--- src/rtl/mips_mem_pkg.sv ---
// ---------------------------------------------------------------------------
// Package: mips_mem_pkg
// Purpose: Shared widths and type definitions for the main-memory block port
//          arbiter.
//          - ADDR_W / BLK_W : default byte-address and block widths
//          - TIMEOUT_CYC    : default watchdog limit in XFER cycles
//          - arb_state_t    : arbiter FSM states
//          - owner_t        : which cache side owns the current transfer
// ---------------------------------------------------------------------------
package mips_mem_pkg;

    localparam int ADDR_W      = 32;
    localparam int BLK_W       = 256;
    localparam int TIMEOUT_CYC = 255;

    typedef enum logic [1:0] {
        IDLE = 2'd0,
        XFER = 2'd1,
        DONE = 2'd2
    } arb_state_t;

    typedef enum logic {
        OWN_I = 1'b0,
        OWN_D = 1'b1
    } owner_t;

endpackage

--- src/rtl/blk_mem_arbiter_rr_arb2.sv ---
// ---------------------------------------------------------------------------
// Module: rr_arb2
// Purpose: Two-way combinational round-robin arbiter.
// Ports:
//   req        in   [1:0]   request vector, bit 0 = I side, bit 1 = D side
//   last_grant in   owner_t side that received the previous grant
//   grant      out  [1:0]   one-hot grant, same bit order as req
// ---------------------------------------------------------------------------
module rr_arb2
    import mips_mem_pkg::*;
(
    input  logic [1:0] req,
    input  owner_t     last_grant,
    output logic [1:0] grant
);

    // A lone requester always wins; on a tie the side that did not win last
    // time gets the grant.
    always_comb begin
        grant = 2'b00;
        case (req)
            2'b01:   grant = 2'b01;
            2'b10:   grant = 2'b10;
            2'b11:   grant = (last_grant == OWN_I) ? 2'b10 : 2'b01;
            default: grant = 2'b00;
        endcase
    end

endmodule

--- src/rtl/blk_mem_arbiter.sv ---
// ---------------------------------------------------------------------------
// Module: blk_mem_arbiter
// Purpose: Shares the single block-wide main-memory port between the I-cache
//          refill path and the D-cache read/writeback path. One transaction
//          at a time, round-robin on ties, with a watchdog that aborts a
//          transfer the memory never acknowledges.
// Ports:
//   CLK, RESET                  clock (rising edge), async active-low reset
//   i_req, i_addr               I-side block read request
//   i_done, i_rdata             I completion pulse and held refill data
//   d_req, d_we, d_addr,d_wdata D-side block read / writeback request
//   d_done, d_rdata             D completion pulse and held read data
//   mem_valid, mem_we,
//   mem_addr, mem_wdata         memory command (block-aligned address)
//   mem_rdata, mem_ready        memory response
//   busy                        FSM is not IDLE
//   timeout_err                 pulse on watchdog abort, alongside done
// ---------------------------------------------------------------------------
module blk_mem_arbiter #(
    parameter int ADDR_W      = mips_mem_pkg::ADDR_W,
    parameter int BLK_W       = mips_mem_pkg::BLK_W,
    parameter int TIMEOUT_CYC = mips_mem_pkg::TIMEOUT_CYC
) (
    input  logic              CLK,
    input  logic              RESET,
    input  logic              i_req,
    input  logic [ADDR_W-1:0] i_addr,
    output logic              i_done,
    output logic [BLK_W-1:0]  i_rdata,
    input  logic              d_req,
    input  logic              d_we,
    input  logic [ADDR_W-1:0] d_addr,
    input  logic [BLK_W-1:0]  d_wdata,
    output logic              d_done,
    output logic [BLK_W-1:0]  d_rdata,
    output logic              mem_valid,
    output logic              mem_we,
    output logic [ADDR_W-1:0] mem_addr,
    output logic [BLK_W-1:0]  mem_wdata,
    input  logic [BLK_W-1:0]  mem_rdata,
    input  logic              mem_ready,
    output logic              busy,
    output logic              timeout_err
);

    import mips_mem_pkg::*;

    localparam int WD_W = $clog2(TIMEOUT_CYC + 1);
    localparam logic [WD_W-1:0] WD_MAX = WD_W'(TIMEOUT_CYC);
    localparam logic [ADDR_W-1:0] BLK_MASK = {{(ADDR_W-5){1'b1}}, 5'b00000};

    arb_state_t        state_q, state_d;
    owner_t            owner_q, owner_d;
    owner_t            lastGrant_q, lastGrant_d;
    logic [ADDR_W-1:0] addr_q, addr_d;
    logic              we_q, we_d;
    logic [BLK_W-1:0]  wdata_q, wdata_d;
    logic [BLK_W-1:0]  iRdata_q, iRdata_d;
    logic [BLK_W-1:0]  dRdata_q, dRdata_d;
    logic [WD_W-1:0]   watchdog_q, watchdog_d;
    logic              timedOut_q, timedOut_d;
    logic [1:0]        grant;

    rr_arb2 u_rr_arb2 (
        .req        ({d_req, i_req}),
        .last_grant (lastGrant_q),
        .grant      (grant)
    );

    // State and datapath registers. An asynchronous reset lands in IDLE, so
    // every state-decoded output (mem_valid, done, busy) drops at once.
    always_ff @(posedge CLK or negedge RESET) begin
        if (!RESET) begin
            state_q     <= IDLE;
            owner_q     <= OWN_I;
            lastGrant_q <= OWN_I;
            addr_q      <= '0;
            we_q        <= 1'b0;
            wdata_q     <= '0;
            iRdata_q    <= '0;
            dRdata_q    <= '0;
            watchdog_q  <= '0;
            timedOut_q  <= 1'b0;
        end else begin
            state_q     <= state_d;
            owner_q     <= owner_d;
            lastGrant_q <= lastGrant_d;
            addr_q      <= addr_d;
            we_q        <= we_d;
            wdata_q     <= wdata_d;
            iRdata_q    <= iRdata_d;
            dRdata_q    <= dRdata_d;
            watchdog_q  <= watchdog_d;
            timedOut_q  <= timedOut_d;
        end
    end

    // Next-state logic. Requests are only looked at in IDLE, mem_ready only
    // in XFER. The watchdog aborts when it has counted TIMEOUT_CYC XFER
    // cycles and the memory still has not answered; an abort leaves the
    // owner's read data untouched.
    always_comb begin
        state_d     = state_q;
        owner_d     = owner_q;
        lastGrant_d = lastGrant_q;
        addr_d      = addr_q;
        we_d        = we_q;
        wdata_d     = wdata_q;
        iRdata_d    = iRdata_q;
        dRdata_d    = dRdata_q;
        watchdog_d  = watchdog_q;
        timedOut_d  = timedOut_q;

        case (state_q)
            IDLE: begin
                watchdog_d = '0;
                timedOut_d = 1'b0;
                if (grant[1]) begin
                    state_d = XFER;
                    owner_d = OWN_D;
                    addr_d  = d_addr;
                    we_d    = d_we;
                    wdata_d = d_wdata;
                end else if (grant[0]) begin
                    state_d = XFER;
                    owner_d = OWN_I;
                    addr_d  = i_addr;
                    we_d    = 1'b0;
                end
            end
            XFER: begin
                if (mem_ready) begin
                    state_d = DONE;
                    if (!we_q) begin
                        if (owner_q == OWN_D) begin
                            dRdata_d = mem_rdata;
                        end else begin
                            iRdata_d = mem_rdata;
                        end
                    end
                end else if (watchdog_q == WD_MAX) begin
                    state_d    = DONE;
                    timedOut_d = 1'b1;
                end else begin
                    watchdog_d = watchdog_q + WD_W'(1);
                end
            end
            DONE: begin
                state_d     = IDLE;
                lastGrant_d = owner_q;
            end
            default: begin
                state_d = IDLE;
            end
        endcase
    end

    // Outputs are decoded from registered state only; the address is
    // presented block-aligned.
    always_comb begin
        mem_valid   = (state_q == XFER);
        mem_we      = (state_q == XFER) && we_q;
        mem_addr    = addr_q & BLK_MASK;
        mem_wdata   = wdata_q;
        busy        = (state_q != IDLE);
        i_done      = (state_q == DONE) && (owner_q == OWN_I);
        d_done      = (state_q == DONE) && (owner_q == OWN_D);
        timeout_err = (state_q == DONE) && timedOut_q;
        i_rdata     = iRdata_q;
        d_rdata     = dRdata_q;
    end

endmodule
--- config.mk ---
export PLATFORM = sky130hd
export DESIGN_NAME = blk_mem_arbiter
export DESIGN_NICKNAME = d
export VERILOG_FILES = /design/src/rtl/mips_mem_pkg.sv /design/src/rtl/blk_mem_arbiter_rr_arb2.sv /design/src/rtl/blk_mem_arbiter.sv
export SDC_FILE = /design/constraint.sdc
export NUM_CORES = 1
export LEC_CHECK = 0
export CORE_AREA = 2 2 538 540
export DETAILED_ROUTE_END_ITERATION = 7
export DIE_AREA = 0 0 540 542
export SLEW_MARGIN = 40
export SYNTH_ARGS = -nofsm -noshare
export SYNTH_HDL_FRONTEND = slang
export SYNTH_SLANG_ARGS = --single-unit
export TNS_END_PERCENT = 1
--- constraint.sdc ---
create_clock -name CLK -period 2.5 [get_ports CLK]
set_input_delay 0.375 -clock CLK [delete_from_list [all_inputs] [get_ports CLK]]
set_output_delay 0.375 -clock CLK [all_outputs]
set_load 0.01 [all_outputs]
# Word level (Yosys, flattened, before mapping)
# Index checks and enable logic that the tools add are counted.
[word_totals]
regBits = 814
latch_bits = 0
ramBits = 0
rom_bits = 0
output_inout_bits = 806
word_cells = 57
memories = 0
[classes]
add_sub_neg = 1
n_mul = 0
div = 0
n_lt_le_gt_ge = 0
n_eq_ne = 11
n_shift = 0
muxes = 18
bitwise_logic = 2
n_reduce_logical = 15
[ops]
columns = ["operator", "n"]
rows = [
  ["32-bit two-way mux", 2],
  ["8-bit two-way mux", 2],
  ["8-bit one-hot mux with 2 select lines", 1],
  ["2-bit two-way mux", 5],
  ["8-bit by 1-bit adder with 8-bit output, second input constant", 1],
  ["8-bit equality test, second input constant", 1],
  ["4-bit AND reduction", 2],
  ["2-bit equality test, second input constant", 3],
  ["2-bit one-hot mux with 3 select lines", 1],
  ["2-bit AND reduction", 3],
  ["3-bit AND reduction", 2],
  ["2-bit nonzero test", 3],
  ["1-bit two-way mux", 5],
  ["2-bit by 1-bit equality test with 1-bit output, second input constant", 2],
  ["1-bit logical AND", 4],
  ["2-bit inequality test, second input constant", 2],
  ["2-bit one-hot mux with 2 select lines", 1],
  ["3-bit by 1-bit inequality test with 1-bit output, second input constant", 1],
  ["3-bit inequality test, second input constant", 1],
  ["2-bit logical NOT", 1],
  ["2-bit by 1-bit inequality test with 1-bit output, second input constant", 1],
  ["1-bit NOT", 2],
  ["1-bit one-hot mux with 2 select lines", 1],
]

# Logic depth before layout (Yosys ltp)
[logic_depth]
word_depth = 5
depth_mapped = 8
mapped_depth_nobuf = 5

# Cells and area by module
# Synthesis repeated with hierarchy kept, for this count alone.
[unflattened]
hier_cells = 1827
area_unflattened_um2 = 30708.2
[modules_own_cells]
columns = ["module", "instances", "cells_each", "area_per_inst_um2", "seq_area_each_um2"]
rows = [
  ["blk_mem_arbiter", 1, 1824, 30689.4, 20244.4],
  ["rr_arb2", 1, 3, 18.8, 0.0],
]

# Worst setup path before layout
# OpenSTA, ideal clock, no wires.
[synth_path]
path_kind = "input -> register"
start = "in d_req"
end = "reg wdata_q[211], in the netlist mem_wdata[211]"
setup_ps = 125
arrival_ps = 1656
required_ps = 2375
path_slack_ps = 719
stages = 7
path_buffers = 4
cell_sequence = "a21boi_1 > buf_2 > and2_1 > buf_2 > buf_4 > buf_4 > mux2_2"
[synth_between]
elab_chain_len = 3
word_cells_on_any_way = 5
cone_classes = "eq/ne (3); mux (1); reduce/logical (1)"
[synth_lines]
columns = ["item", "line_no", "text"]
rows = [
  ["start, declared", "blk_mem_arbiter.sv:30", "input logic d_req,"],
  ["2-bit equality test or 2-bit by 1-bit equality test with 1-bit output (tied branches)", "blk_mem_arbiter_rr_arb2.sv:21", "case (req)"],
  ["2-bit one-hot mux with 3 select lines (*)", "blk_mem_arbiter_rr_arb2.sv:21", ""],
  ["2-bit AND reduction (no source line) (*)", "n/a", ""],
  ["end signal, assigned", "blk_mem_arbiter.sv:90", "wdata_q <= wdata_d;"],
  ["end, declared", "blk_mem_arbiter.sv:57", "logic [BLK_W-1:0] wdata_q, wdata_d;"],
]
# Mark *: on every way between the ends. The rest lies on a longest branch, timed or not.
# A chain may end at the register's enable or synchronous reset.

# Worst setup path in the final report
[layout_path]
start = "reg dRdata_q[59], in the netlist d_rdata[59]"
end = "out d_rdata[59]"
[layout_lines]
columns = ["item", "line_no", "text"]
rows = [
  ["start, declared", "blk_mem_arbiter.sv:59", "logic [BLK_W-1:0] dRdata_q, dRdata_d;"],
  ["start signal, assigned", "blk_mem_arbiter.sv:92", "dRdata_q <= dRdata_d;"],
  ["end, declared", "blk_mem_arbiter.sv:35", "output logic [BLK_W-1:0] d_rdata,"],
]
# No word-level cell between the ends.

==> metrics.csv <==
metric;value;unit
status;complete, no violations;
initial antenna violation count;213;
commonest non-fill, non-tap cell in the layout;clkdlybuf4s50_1;
Synth cell types;37;
Vias/cell;3.171;
CP cell instances;clkdlybuf4s50_1;
Leakage;0.02107;uW
critical path arrival;2.05;ns
drt wl/cell;28.83;um
TritonRoute pass-1 iters;5;
most frequent cells in the layout;clkdlybuf4s50_1 (1309), dfrtp_1 (808), mux2_2 (418);
synthesized area per cell;16.76;um2
CP max FO;2;
CP bufs+invs;1;
H-tree depth;3;
worst-margin pin slew;0.7501;ns
CP endpoint kind;output port;
Slowest Stage Delay on Critical Path;0.85;ns
Clock Sinks;809;
Synthesis Warnings;0;
Die Wd;540;um
Synth Register Bits;809;
total die area;292700;um2
Worst setup SP type;register;
DP HPWL;182000;um
grt total ovfl;0;
area grow syn2layout;73.12;%
Rows;197;
gpl congestion;0.9077;
RR Startpoint;state_q[0];
Synth Area in Compound Gates;0.8943;%
Die Ht;542;um
Clock transition at path regs;0.07;ns
CP startpoint;d_rdata[59];
Synth Flop Type;dfrtp_1;
CP top delay family;buffers and inverters;
final hold viol count;0;
total CTS buffers;99;
met3 Use GR;11.24;%
Placeable Area;286900;um2
final wirelength;208500;um
Post-Synth Simple-Gate Area;1.041;%
Place WS;0.01325;ns
DR vias;22940;
first-pass GRT wire length;262100;um
max-cap violations;0;
latest clock arrival within the worst-skew pair;0.81;ns
Synth Area in Adders;0.04084;%
Final Cycle Share;96.87;%
critical path depth in cells;1;
layout cells sized above 1;20.74;%
Max Root-Sink Buffers;4;
Initial Util;10.68;%
clock skew;0.02274;ns
Seq/Total Area, Yosys;66.07;%
r2r endpoint;d_rdata[151];
XOR/XNOR Fraction of Synth Area;0;%
worst vdd ir;0.6587;mV
final core utilization;18.49;%
r2r worst-path depth;6;
minimum clock period;2.422;ns
Slew Limit Fails;0;
Crit-path slowest cell;clkdlybuf4s50_1;
Synth async-reset ratio;100.0;%
Peak Freq;412.9;MHz
Root Buffer;clkbuf_16;
cell count after synthesis;1828;
worst setup path endpoint;d_rdata[59];
CTS tree;yes;
required arrival time at the worst endpoint;2.12;ns
largest family of logic cells by synthesized area;multiplexers;
Total Power;71680;uW
RSZ-0062 raised after global routing;no;
Post-Syn Area;30640;um2
met2 Track Usage GR;21.51;%
vias in the first global route;24150;
Most Used Layer, Global Route;met2;
Power Dens Cells;1351;nW/um2
I/O Buffers;1372;
critical path class;register to output port;
Residual DRC;0;
largest net degree at the start of global routing;63;
worst rel slew slack;49.99;%
# setup viols final;0;
Initial DRC Count;957;
worst setup margin;0.07816;ns
All-Layer GR Usage;13.84;%
reg-to-reg slack, setup;0.32;ns
Hold WS;0.1336;ns
Post-synth EDFFs;0;
mux cell area share after synthesis;29.18;%
Hold Crit Class;input pin to asynchronous set/reset pin;
nets;3897;
I/O pin total;1388;
post-route ant nets;0;
GR Util met1;14.03;%
==> repair_timing <==
item	in CTS	in global routing
endpoints found under the hold margin	13	0
pin swaps	0	0
setup endpoints to repair	58	1
resized for setup	63	2
setup buffers	0	0
hold buffers	1	0
==> state kept, by name, indices dropped and copies added, names as in the netlist <==
signal	flops
state_q	2
mem_wdata	256
owner_q	1
i_rdata	256
addr_q	27
lastGrant_q	1
watchdog_q	8
d_rdata	256
timedOut_q	1
we_q	1
==> power breakdown <==
group | total (uW) | internal (uW) | switching (uW)
Sequential | 23600 | 19800 | 3800
Clock | 15400 | 9380 | 6050
Combinational | 32700 | 17200 | 15500
Total | 71700 | 46300 | 25300
==> cell usage after synthesis (2+ instances only) <==
cell type  count  share of area [%]
and3_1         5               0.10
inv_1          3              0.037
dfrtp_1      809                 66
mux2_2       418                 15
mux2_1       351                 13
and2_1         2              0.041
nand4_1        3              0.061
clkbuf_1       7              0.086
mux2i_1       28               0.91
nand2_1       34               0.42
buf_2         14               0.23
o21ai_0       33               0.54
nand3_1        4              0.065
or4_1          2              0.049
buf_4         48                1.2
a21oi_1        7               0.11
buf_6         33                1.2
nor2_1         8              0.098
==> through the flow <==
step	area (um2)	std cells	setup TNS (ns)
6_report	53040	7233	0
3_3_place_gp	49490	6993	0
4_1_cts	52890	7170	-0.01834
2_1_floorplan	30650	1832	0
3_5_place_dp	49490	6993	0
5_1_grt	52920	7183	0
==> worst min-delay path by stage <==
| stage | startpoint | end | cells after the start | slack [ns] |
|---|---|---|---|---|
| 6_report | RESET | d_rdata[51] | 2 | 0.13 |
| 5_1_grt | RESET | d_rdata[51] | 2 | 0.12 |
| 4_1_cts | d_wdata[94] | mem_wdata[94] | 2 | 0.06 |
| 3_5_place_dp | RESET | d_rdata[51] | 1 | 0.40 |
| 3_3_place_gp | RESET | d_rdata[51] | 1 | 0.40 |
| 2_1_floorplan | RESET | addr_q[10] | 0 | 0.08 |
==> cell type report <==
class | count | area, um2
Inverter | 4 | 17.52
Sequential cell | 809 | 20250
Timing Repair Buffer | 1483 | 14840
Tap cell | 3781 | 4731
Antenna cell | 63 | 157.7
Fill cell | 31120 | 233900
Clock buffer | 138 | 2845
Clock inverter | 38 | 613.1
Multi-Input combinational cell | 917 | 9594
==> worst register-to-register path, stage by stage, from the launching register on <==
cell and delay [ns]:
dfrtp_2 0.52, nand2_4 0.11, inv_1 0.11, nand4b_1 0.31
buf_12 0.28, buf_4 0.43, mux2_2 0.28
==> per-layer routing <==
layer | up-vias | share of wire (%)
met3 | 467 | 18
met1 | 11450 | 35
met5 | - | 0.61
met4 | 192 | 3.1
met2 | 1275 | 44
li1 | 9552 | -
==> cells by family after synthesis <==
family | Yosys count
flops | 809
fa+ha+maj | 1
compound gates | 49
mux | 797
buf+inv | 106
simple gates | 65
other cells | 1
Power figures use the tool's default switching activity.
